**src/rtl/npu_pkg.sv**
```systemverilog
// Shared NPU definitions for the FRAM access path: write-request struct,
// bank extraction helper and default scheduler sizing.
package npu_pkg;

  localparam int FRAM_ADDR_W   = 12;
  localparam int DATA_W        = 32;
  localparam int FRAM_BANK_NUM = 4;
  localparam int BANK_W        = $clog2(FRAM_BANK_NUM);

  localparam int WBUF_DEPTH_DEF   = 4;
  localparam int STARVE_LIMIT_DEF = 8;

  typedef logic [FRAM_ADDR_W-1:0] fram_addr_t;
  typedef logic [DATA_W-1:0]      fram_data_t;

  typedef struct packed {
    fram_addr_t addr;
    fram_data_t data;
  } fram_wreq_t;

  // Bank is the top address bits.
  function automatic logic [BANK_W-1:0] fram_bank_of(input fram_addr_t addr);
    return addr[FRAM_ADDR_W-1 -: BANK_W];
  endfunction

endpackage

```
**src/rtl/fram_access_sched_if.sv**
```systemverilog
// Bundle between compute unit / FRAM router and the access scheduler.
// master = environment (CU + router), slave = scheduler.
interface fram_access_sched_if;
  import npu_pkg::*;

  logic       rd_valid;
  logic       rd_ready;
  fram_addr_t rd_addr;
  logic       rd_rvalid;
  fram_data_t rd_rdata;
  logic       wr_valid;
  logic       wr_ready;
  fram_addr_t wr_addr;
  fram_data_t wr_data;
  logic       wbuf_empty;
  fram_addr_t rp_addr;
  fram_data_t rp_rdata;
  fram_addr_t wp_addr;
  fram_data_t wp_wdata;
  logic       wp_en;

  modport master (
    output rd_valid, rd_addr, wr_valid, wr_addr, wr_data, rp_rdata,
    input  rd_ready, rd_rvalid, rd_rdata, wr_ready, wbuf_empty,
           rp_addr, wp_addr, wp_wdata, wp_en
  );

  modport slave (
    input  rd_valid, rd_addr, wr_valid, wr_addr, wr_data, rp_rdata,
    output rd_ready, rd_rvalid, rd_rdata, wr_ready, wbuf_empty,
           rp_addr, wp_addr, wp_wdata, wp_en
  );

endinterface

```
**src/rtl/fram_wbuf.sv**
```systemverilog
// In-order write buffer. Entries are exposed oldest-first (index 0 = head)
// with valid bits so the scheduler can do hazard and newest-match lookups.
module fram_wbuf
  import npu_pkg::*;
#(
  parameter int DEPTH = WBUF_DEPTH_DEF
) (
  input  logic             clk,
  input  logic             rst_n,
  input  logic             push,
  input  fram_wreq_t       push_req,
  input  logic             pop,
  output fram_wreq_t       head,
  output logic             empty,
  output logic             full,
  output fram_wreq_t       ent [DEPTH],
  output logic [DEPTH-1:0] ent_valid
);

  localparam int AW = $clog2(DEPTH);
  localparam logic [AW:0] PTR_ONE = (AW+1)'(1);

  logic [AW:0] wr_ptr_reg;
  logic [AW:0] rd_ptr_reg;
  logic [AW:0] count;
  fram_wreq_t  mem [DEPTH];

  assign count = wr_ptr_reg - rd_ptr_reg;
  assign empty = (wr_ptr_reg == rd_ptr_reg);
  assign full  = (wr_ptr_reg[AW-1:0] == rd_ptr_reg[AW-1:0]) &&
                 (wr_ptr_reg[AW] != rd_ptr_reg[AW]);
  assign head  = mem[rd_ptr_reg[AW-1:0]];

  always_ff @(posedge clk or negedge rst_n) begin
    if (!rst_n) begin
      wr_ptr_reg <= '0;
      rd_ptr_reg <= '0;
    end else begin
      if (push && !full)
        wr_ptr_reg <= wr_ptr_reg + PTR_ONE;
      if (pop && !empty)
        rd_ptr_reg <= rd_ptr_reg + PTR_ONE;
    end
  end

  always_ff @(posedge clk) begin
    if (push && !full)
      mem[wr_ptr_reg[AW-1:0]] <= push_req;
  end

  generate
    for (genvar gi = 0; gi < DEPTH; gi++) begin : g_age
      logic [AW:0] slot;
      assign slot          = rd_ptr_reg + (AW+1)'(gi);
      assign ent[gi]       = mem[slot[AW-1:0]];
      assign ent_valid[gi] = ((AW+1)'(gi) < count);
    end
  endgenerate

endmodule

```
**src/rtl/fram_access_sched.sv**
```systemverilog
// FRAM access scheduler: one read and one write per cycle, never to the same bank.
// Define FRAM_RAW_FWD_EN to forward buffered write data to hazardous reads.
module fram_access_sched
  import npu_pkg::*;
#(
  parameter int WBUF_DEPTH   = WBUF_DEPTH_DEF,
  parameter int STARVE_LIMIT = STARVE_LIMIT_DEF
) (
  input  logic               clk,
  input  logic               rst_n,
  fram_access_sched_if.slave bus
);

  localparam int SW = $clog2(STARVE_LIMIT + 1);
  localparam logic [SW-1:0] STARVE_MAX = SW'(STARVE_LIMIT);
  localparam logic [SW-1:0] STARVE_ONE = SW'(1);

  fram_wreq_t            head;
  fram_wreq_t            ent [WBUF_DEPTH];
  logic [WBUF_DEPTH-1:0] ent_valid;
  logic [WBUF_DEPTH-1:0] ent_match;
  logic                  empty;
  logic                  full;
  logic                  hazard;
  logic                  starved;
  logic                  rd_issue;
  logic                  conflict;
  logic                  wr_issue;
  logic [SW-1:0]         starve_cnt_reg;
  logic                  rvalid_reg;

  fram_wbuf #(.DEPTH(WBUF_DEPTH)) u_wbuf (
    .clk      (clk),
    .rst_n    (rst_n),
    .push     (bus.wr_valid && !full),
    .push_req ('{addr: bus.wr_addr, data: bus.wr_data}),
    .pop      (wr_issue),
    .head     (head),
    .empty    (empty),
    .full     (full),
    .ent      (ent),
    .ent_valid(ent_valid)
  );

  generate
    for (genvar gi = 0; gi < WBUF_DEPTH; gi++) begin : g_match
      assign ent_match[gi] = ent_valid[gi] && (ent[gi].addr == bus.rd_addr);
    end
  endgenerate

  assign hazard  = |ent_match;
  assign starved = (starve_cnt_reg == STARVE_MAX);

`ifdef FRAM_RAW_FWD_EN
  assign bus.rd_ready = !starved;
`else
  assign bus.rd_ready = !starved && !hazard;
`endif

  assign rd_issue = bus.rd_valid && bus.rd_ready;
  // Read wins a bank collision; the write waits and the starvation counter runs.
  assign conflict = !empty && rd_issue &&
                    (fram_bank_of(bus.rd_addr) == fram_bank_of(head.addr));
  assign wr_issue = !empty && !conflict;

  assign bus.rp_addr    = rd_issue ? bus.rd_addr : '0;
  assign bus.wp_en      = wr_issue;
  assign bus.wp_addr    = empty ? '0 : head.addr;
  assign bus.wp_wdata   = empty ? '0 : head.data;
  assign bus.wr_ready   = !full;
  assign bus.wbuf_empty = empty;
  assign bus.rd_rvalid  = rvalid_reg;

  always_ff @(posedge clk or negedge rst_n) begin
    if (!rst_n) begin
      starve_cnt_reg <= '0;
      rvalid_reg     <= 1'b0;
    end else begin
      rvalid_reg <= rd_issue;
      if (empty || wr_issue)
        starve_cnt_reg <= '0;
      else if (conflict && !starved)
        starve_cnt_reg <= starve_cnt_reg + STARVE_ONE;
    end
  end

`ifdef FRAM_RAW_FWD_EN
  fram_data_t fwd_data;
  fram_data_t fwd_data_reg;
  logic       fwd_hit_reg;

  // Later (younger) matches override earlier ones: newest write wins.
  always_comb begin
    fwd_data = '0;
    for (int i = 0; i < WBUF_DEPTH; i++)
      if (ent_match[i])
        fwd_data = ent[i].data;
  end

  always_ff @(posedge clk or negedge rst_n) begin
    if (!rst_n) begin
      fwd_hit_reg  <= 1'b0;
      fwd_data_reg <= '0;
    end else begin
      fwd_hit_reg  <= rd_issue && hazard;
      fwd_data_reg <= fwd_data;
    end
  end

  assign bus.rd_rdata = !rvalid_reg ? '0 :
                        (fwd_hit_reg ? fwd_data_reg : bus.rp_rdata);
`else
  assign bus.rd_rdata = rvalid_reg ? bus.rp_rdata : '0;
`endif

endmodule

```
**src/flat_wrapper.sv**
```systemverilog
// flat-port wrapper written by rule: the top's interface ports become plain ports
module fram_access_sched_flat import npu_pkg::*;
#(
  parameter int WBUF_DEPTH   = WBUF_DEPTH_DEF,
  parameter int STARVE_LIMIT = STARVE_LIMIT_DEF
)
  (clk, rst_n, bus_rd_valid, bus_rd_addr, bus_wr_valid, bus_wr_addr, bus_wr_data, bus_rp_rdata, bus_rd_ready, bus_rd_rvalid, bus_rd_rdata, bus_wr_ready, bus_wbuf_empty, bus_rp_addr, bus_wp_addr, bus_wp_wdata, bus_wp_en);
  fram_access_sched_if bus_i ();
  input  logic clk;
  input  logic rst_n;
  input wire logic [$bits(bus_i.rd_valid)-1:0] bus_rd_valid;
  input wire logic [$bits(bus_i.rd_addr)-1:0] bus_rd_addr;
  input wire logic [$bits(bus_i.wr_valid)-1:0] bus_wr_valid;
  input wire logic [$bits(bus_i.wr_addr)-1:0] bus_wr_addr;
  input wire logic [$bits(bus_i.wr_data)-1:0] bus_wr_data;
  input wire logic [$bits(bus_i.rp_rdata)-1:0] bus_rp_rdata;
  output wire logic [$bits(bus_i.rd_ready)-1:0] bus_rd_ready;
  output wire logic [$bits(bus_i.rd_rvalid)-1:0] bus_rd_rvalid;
  output wire logic [$bits(bus_i.rd_rdata)-1:0] bus_rd_rdata;
  output wire logic [$bits(bus_i.wr_ready)-1:0] bus_wr_ready;
  output wire logic [$bits(bus_i.wbuf_empty)-1:0] bus_wbuf_empty;
  output wire logic [$bits(bus_i.rp_addr)-1:0] bus_rp_addr;
  output wire logic [$bits(bus_i.wp_addr)-1:0] bus_wp_addr;
  output wire logic [$bits(bus_i.wp_wdata)-1:0] bus_wp_wdata;
  output wire logic [$bits(bus_i.wp_en)-1:0] bus_wp_en;
  assign bus_i.rd_valid = bus_rd_valid;
  assign bus_i.rd_addr = bus_rd_addr;
  assign bus_i.wr_valid = bus_wr_valid;
  assign bus_i.wr_addr = bus_wr_addr;
  assign bus_i.wr_data = bus_wr_data;
  assign bus_i.rp_rdata = bus_rp_rdata;
  assign bus_rd_ready = bus_i.rd_ready;
  assign bus_rd_rvalid = bus_i.rd_rvalid;
  assign bus_rd_rdata = bus_i.rd_rdata;
  assign bus_wr_ready = bus_i.wr_ready;
  assign bus_wbuf_empty = bus_i.wbuf_empty;
  assign bus_rp_addr = bus_i.rp_addr;
  assign bus_wp_addr = bus_i.wp_addr;
  assign bus_wp_wdata = bus_i.wp_wdata;
  assign bus_wp_en = bus_i.wp_en;
  fram_access_sched #(.WBUF_DEPTH(WBUF_DEPTH), .STARVE_LIMIT(STARVE_LIMIT)) u_core (.clk(clk), .rst_n(rst_n), .bus(bus_i));
endmodule
```
**config.mk**
```make
export PLATFORM = sky130hd
export DESIGN_NAME = fram_access_sched_flat
export DESIGN_NICKNAME = d
export VERILOG_FILES = /design/src/rtl/npu_pkg.sv /design/src/rtl/fram_access_sched_if.sv /design/src/rtl/fram_wbuf.sv /design/src/rtl/fram_access_sched.sv /design/src/flat_wrapper.sv
export SDC_FILE = /design/constraint.sdc
export NUM_CORES = 1
export LEC_CHECK = 0
export ABC_AREA = 1
export BUFFER_PORTS_ARGS = -buffer_cell sky130_fd_sc_hd__buf_2
export CORE_AREA = 2 2 148 150
export CTS_CLUSTER_DIAMETER = 50
export DETAILED_ROUTE_END_ITERATION = 10
export DIE_AREA = 0 0 150 152
export PLACE_DENSITY = 0.67
export SLEW_MARGIN = 10
export SYNTH_ARGS = -nofsm -noshare
export SYNTH_HDL_FRONTEND = slang
export SYNTH_SLANG_ARGS = --single-unit
```
**constraint.sdc**
```tcl
create_clock -name clk -period 4.6 [get_ports clk]
set_input_delay 0.46 -clock clk [delete_from_list [all_inputs] [get_ports clk]]
set_output_delay 0.46 -clock clk [all_outputs]
set_load 0.02 [all_outputs]
```
Word-level counts from Yosys, hierarchy flattened
Memory sizes are Yosys's and may differ from the RTL's.
Cells that the tools add are included.
- memories: 1
- bits in writable memories: 176
- bits in latches: 0
- memory bits (read-only): 0
- input bits: 92
- output and inout port bits: 93
- flip-flop bits (word level): 11
- word-level logic and storage cells: 54
- shift operators: 0
- divide/modulo/power cells: 0
- equal/unequal tests: 9
- $lt $le $gt $ge: 4
- $mul: 0
- add/subtract/negate cells: 6
- mux-type cells: 8
- bitwise operators: 0
- reductions and logical operators: 22
- memories (memory ; words ; width ; rd ports ; clocked after Yosys merged registers in ; wr ports ; RTL line ; RTL):
    u_core.u_wbuf.mem ; 4 ; 44 ; 4 ; 0 ; 1 ; fram_wbuf.sv:26 ; fram_wreq_t mem [DEPTH];
- operator list (kind ; number):
    two-way mux 32 bit ; 2
    == test 12 bit ; 4
    two-way mux 12 bit ; 2
    logical AND 1 bit ; 14
    two-way mux 4 bit ; 2
    adder 3 x 1 -> 3 bit (second input constant) ; 2
    less-than comparator 1 x 3 -> 1 bit (first input constant) ; 2
    less-than comparator 2 x 3 -> 1 bit (first input constant) ; 2
    logical NOT 1 bit ; 5
    adder 2 bit (second input constant) ; 2
    adder 4 x 1 -> 4 bit (second input constant) ; 1
    == test 2 bit ; 2
    == test 4 bit (second input constant) ; 1
    OR reduction 4 bit ; 1
    == test 3 bit ; 1
    subtractor 3 bit ; 1
    two-way mux 1 bit ; 2
    nonzero test 2 bit ; 1
    logical OR 1 bit ; 1
    inequality test 1 bit ; 1

Logic depth before layout (Yosys ltp)
An unclocked memory read counts as a cell.
- depth after elaboration: 14
- depth in mapped cells: 18
- depth with buffers taken out: 18

Cells and area by module
Synthesis repeated with hierarchy kept, for this count alone.
- cells, all modules: 1480
- area total of the unflattened synthesis: 11833.8 um2
- modules (own cells, without submodules) (module ; seq. area each (um2) ; area an instance (um2) ; times used ; cells an instance):
    fram_wbuf ; 5435.2 ; 9995.8 ; 1 ; 1059
    fram_access_sched ; 125.1 ; 1838.0 ; 1 ; 421

Worst setup path before layout
OpenSTA, ideal clock, no wires.
- kind: register -> register
- start: reg u_core.u_wbuf.rd_ptr_reg[1]
- end: mem u_core.u_wbuf.mem[3][0] (netlist name) (enable)
- period minus slack after synthesis: 4069 ps
- data required time: 4152 ps
- path buffers: 2
- setup time: 448 ps
- setup slack: 531 ps
- data arrival time: 3621 ps
- cell stages (with the launch flop): 8
- cell sequence: dfrtp_1 -> inv_1 -> buf_2 -> buf_1 -> ha_1 -> nand3_1 -> nand2_1 -> nor2_1
- longest elaborated chain between the ends: 7
- RTL lines (what ; RTL line ; RTL):
    from (decl) ; fram_wbuf.sv:24 ; logic [AW:0] rd_ptr_reg;
    from (signal assigned) ; fram_wbuf.sv:42 ; rd_ptr_reg <= rd_ptr_reg + PTR_ONE;
    == test 2 bit * ; fram_wbuf.sv:30 ; assign full = (wr_ptr_reg[AW-1:0] == rd_ptr_reg[AW-1:0]) &&
    logical AND 1 bit * ; fram_wbuf.sv:30 ;
    logical NOT 1 bit * ; -- ;
    net bus_wr_ready ; flat_wrapper.sv:20 ; output wire logic [$bits(bus_i.wr_ready)-1:0] bus_wr_ready;
    logical AND 1 bit ; fram_access_sched.sv:35 ; .push (bus.wr_valid && !full),
    logical AND 1 bit * ; fram_wbuf.sv:47 ; if (push && !full)
    two-way mux 1 bit * ; fram_wbuf.sv:47 ;
    two-way mux 1 bit (not written as such) * ; fram_wbuf.sv:48 ; mem[wr_ptr_reg[AW-1:0]] <= push_req;
    to (decl) ; fram_wbuf.sv:26 ;
The timed path passes the listed nets; every way through them passes the cells marked *.

Worst setup path in the final report
- start: reg u_core.u_wbuf.rd_ptr_reg[1]
- end: out bus_rp_addr[11]
- longest elaborated chain between the ends: 9
- elaborated cells on any way between the ends: 22
- those cells by class: add/sub (4); order compare (4); eq/ne (4); mux (1); reduce/logical (8); memory (1)
- RTL lines (what ; RTL line ; RTL):
    adder 3 x 1 -> 3 bit / adder 2 bit (equally long branches) ; fram_wbuf.sv:54 ; assign slot = rd_ptr_reg + (AW+1)'(gi);
    memory (4 x 44 bit) ; -- ;
    == test 12 bit ; fram_access_sched.sv:47 ; assign ent_match[gi] = ent_valid[gi] && (ent[gi].addr == bus.rd_addr);
    logical AND 1 bit ; fram_access_sched.sv:47 ;
    OR reduction 4 bit * ; fram_access_sched.sv:51 ; assign hazard = |ent_match;
    logical NOT 1 bit * ; fram_access_sched.sv:57 ; assign bus.rd_ready = !starved && !hazard;
    logical AND 1 bit * ; fram_access_sched.sv:57 ;
    logical AND 1 bit * ; fram_access_sched.sv:60 ; assign rd_issue = bus.rd_valid && bus.rd_ready;
    two-way mux 12 bit * ; fram_access_sched.sv:66 ; assign bus.rp_addr = rd_issue ? bus.rd_addr : '0;
    to (decl) ; flat_wrapper.sv:22 ; output wire logic [$bits(bus_i.rp_addr)-1:0] bus_rp_addr;
Mark *: on every way between the ends. The rest lies on a longest branch, timed or not.

==> summary.txt <==
Layout
  – Finished Layout Cells: 1,529
  – Largest register FFs: 176
  – Synthesis-to-layout area growth: 18.61%
  – Commonest non-fill, non-tap cell in the layout: nand2_1
  – Layout cell share with drive strength beyond 1: 0.2035
  – Number of fill cells: 1,955
  – Most frequent cells in the layout: nand2_1, buf_2, edfxtp_1, nor2_1, nand3_1
  – Final net count: 1,337
  – Core Util, Final: 0.5251

Placement
  – # port buffers: 184
  – Setup WS pre-CTS: 974.6 ps
  – Dpl cells: 1,495
  – RePlAce Congestion: 0.8974
  – DPL Wire Length: 15,610 um

Yosys
  – Synth area leader: edfxtp_1
  – Mapped Area: 0.009453 mm^2
  – Syn Inst Count: 1,067
  – Syn avg cell area: 8.859 um^2
  – Register area share after synthesis: 0.5882
  – Synth top area share: 0.5591
  – Largest cells by area after synthesis: edfxtp_1, nand2_1, nand3_1, nor2_1, o21ai_0
  – Post-synth cell types: 27
  – Syn Nets: 1,169
  – Warnings, synthesis: 0
  – Synth Register Bits: 187

GRT
  – Vias in the first global route: 7,119
  – Total Routing Usage GR: 0.2069
  – Initial antenna violation count: 1
  – First-pass GRT wire length: 36,470 um
  – Overflow after GRT: 0
  – Largest net degree at the start of global routing: 59

Critical path
  – Worst Path Required: 4140 ps
  – WP data arrival: 3690 ps
  – R2R setup slack: 1450 ps
  – Crit path kind: flip-flop to output pin
  – CP max FO: 50
  – Crit path launch type: flip-flop
  – Crit path capture type: output pin

Floorplan
  – Total core area: 0.02135 mm^2
  – Row count: 54
  – Initial Util: 0.4427
  – I/O pin cnt: 185
  – Die Height: 152 um
  – Die footprint: 0.02280 mm^2
  – Die X: 150 um

Detailed routing
  – DR vias: 7,827
  – WL per Instance: 15.51 um
  – Drt first-iter violations: 457
  – Post-DRT Antenna Nets: 0
  – Metal3 WL: 1954 um
  – Uppermost layer routed: met4
  – Met2 routed WL: 11,260 um
  – Drt pass-1 iters: 5
  – Final WL: 23,710 um
  – WL met1: 10,120 um
  – Drt drc: 0
  – Vias per cell: 5.119

Clock network
  – Clock-pin slew on the worst setup and hold paths: 80 ps
  – CTS buffer count: 17
  – H-tree Lvls: 4
  – CTS root buf: clkbuf_16
  – CTS Sinks: 187
  – Clock Path Buffers: 2
  – CTS tree: done
  – Skew-Pair Late Insertion Delay: 430 ps

STA
  – Unrepaired setup endpoints after global routing: no
  – Max Clk Rate: 0.2412 GHz
  – Slew Viols, Final: 0
  – Fin Setup TNS: 0 ps
  – Min cycle time layout: 4146 ps
  – Worst Setup Slack, final: 453.8 ps
  – Final Hold Fails: 0
  – Final worst-path cycle share: 0.9013
  – Slew HR: 0.4082
  – Worst slew pin tran: 887.7 ps
  – Min Hold Slack: 240.8 ps
  – Setup Skew: 17.21 ps
  – Final setup fails: 0

Pwr
  – Sw power: 3937 uW
  – Switch share: 0.4761
  – IR drop worst, VDD: 0.4593 mV
  – P_int: 4333 uW
  – Gate power share: 0.529
  – Seq pwr share: 0.300
  – LEAKAGE: 0.005031 uW
  – Power Density: 737.6 mW/mm^2
  – Clk pwr share: 0.171

Flow run
  – Max_cap viols: 0

Run status
  – Outcome: finished clean

Min path
  – Hold Crit Class: input pin to flip-flop
## kinds of logic after synthesis
| family | after synthesis | share of synthesized area |
|---|---|---|
| DFF | 187 | 0.5882 |
| adders and majority gates | 10 | 0.01403 |
| and+or+nand+nor | 645 | 0.2830 |
| xor gates and xnor gates | 6 | 0.005559 |
| AOI/OAI and AO/OA | 100 | 0.05321 |
| buffers and inverters | 119 | 0.05599 |
## routing by layer
metal  up-vias  track usage
li1       3887            -
met1      3586       0.2727
met2       331       0.3416
met3        23      0.04324
met4         0      0.06739
met5         -            0
## timing repair
action / in CTS / in global routing
hold buffers: 1 / 0
gates resized for setup: 0 / 0
buffers inserted: 0 / 0
endpoints found under the hold margin: 11 / 0
## per-stage QoR
stage               area [um^2]  power, uW
finish                    11210       8271
global route              11210       8933
detailed placement        10620       6902
CTS                       11210       8323
global placement          10620       6848
floorplan                  9453       5662
## power groups by stage
stage / Clock [uW] / Sequential (uW) / Combinational [uW]
after floorplan: 0 / 2430 / 3230
after global placement: 0 / 2510 / 4340
after detailed placement: 0 / 2520 / 4380
after CTS: 1440 / 2480 / 4400
after global routing: 1510 / 2520 / 4900
final: 1420 / 2480 / 4370
## final cells by class
cell class	instances	area, um^2	share of cell area
Clock inverter	15	152.6	0.01361
Tap cell	280	350.3	0.03125
Inverter	69	261.5	0.02332
Timing Repair Buffer	199	1061	0.09463
Multi-Input combinational cell	761	3393	0.3026
Clock buffer	17	425.4	0.03794
Sequential cell	187	5565	0.4964
Antenna cell	1	2.502	0.0002232
## worst max-delay path: stages, from the launching register on
cell and delay, ps:
dfrtp_2 650, inv_2 280, buf_4 570, nand3_1 210, nand2_1 190, nand2_1 70
nand2_1 60, nor2_1 40, nand2_1 60, nor2_1 50, nand2_1 70, nand2_2 70
nor3_4 190, nand2_2 290, nor2_1 190, buf_2 180
## worst paths after layout
check                                            startpoint                          end  depth (start not counted)
worst max-delay path            u_core.u_wbuf.rd_ptr_reg[1]              bus_rp_addr[11]                         15
worst min-delay path                         bus_wr_addr[1]     u_core.u_wbuf.mem[0][33]                          1
worst max register to register  u_core.u_wbuf.rd_ptr_reg[1]  u_core.u_wbuf.rd_ptr_reg[1]                         17
worst min register to register     u_core.starve_cnt_reg[0]     u_core.starve_cnt_reg[0]                          1
max in group asynchronous                             rst_n  u_core.u_wbuf.rd_ptr_reg[0]                          2
min in group asynchronous                             rst_n         u_core.bus.rd_rvalid                          2
## cell usage after synthesis
library cell / n
buf_2: 13
ha_1: 9
or2_2: 1
fa_1: 1
nor3_4: 1
nand4_2: 1
inv_4: 1
edfxtp_1: 176
nand3_1: 157
o211ai_1: 1
nor2_1: 177
nand4_1: 1
xor2_1: 5
dfrtp_1: 11
buf_4: 3
nor2_2: 9
inv_2: 2
inv_1: 66
buf_6: 7
nor3_1: 1
buf_1: 10
clkbuf_1: 17
a21oi_1: 35
nand2_2: 3
nand2_1: 294
xnor2_1: 1
o21ai_0: 64
Note: power is estimated with default switching activity, not from simulation.
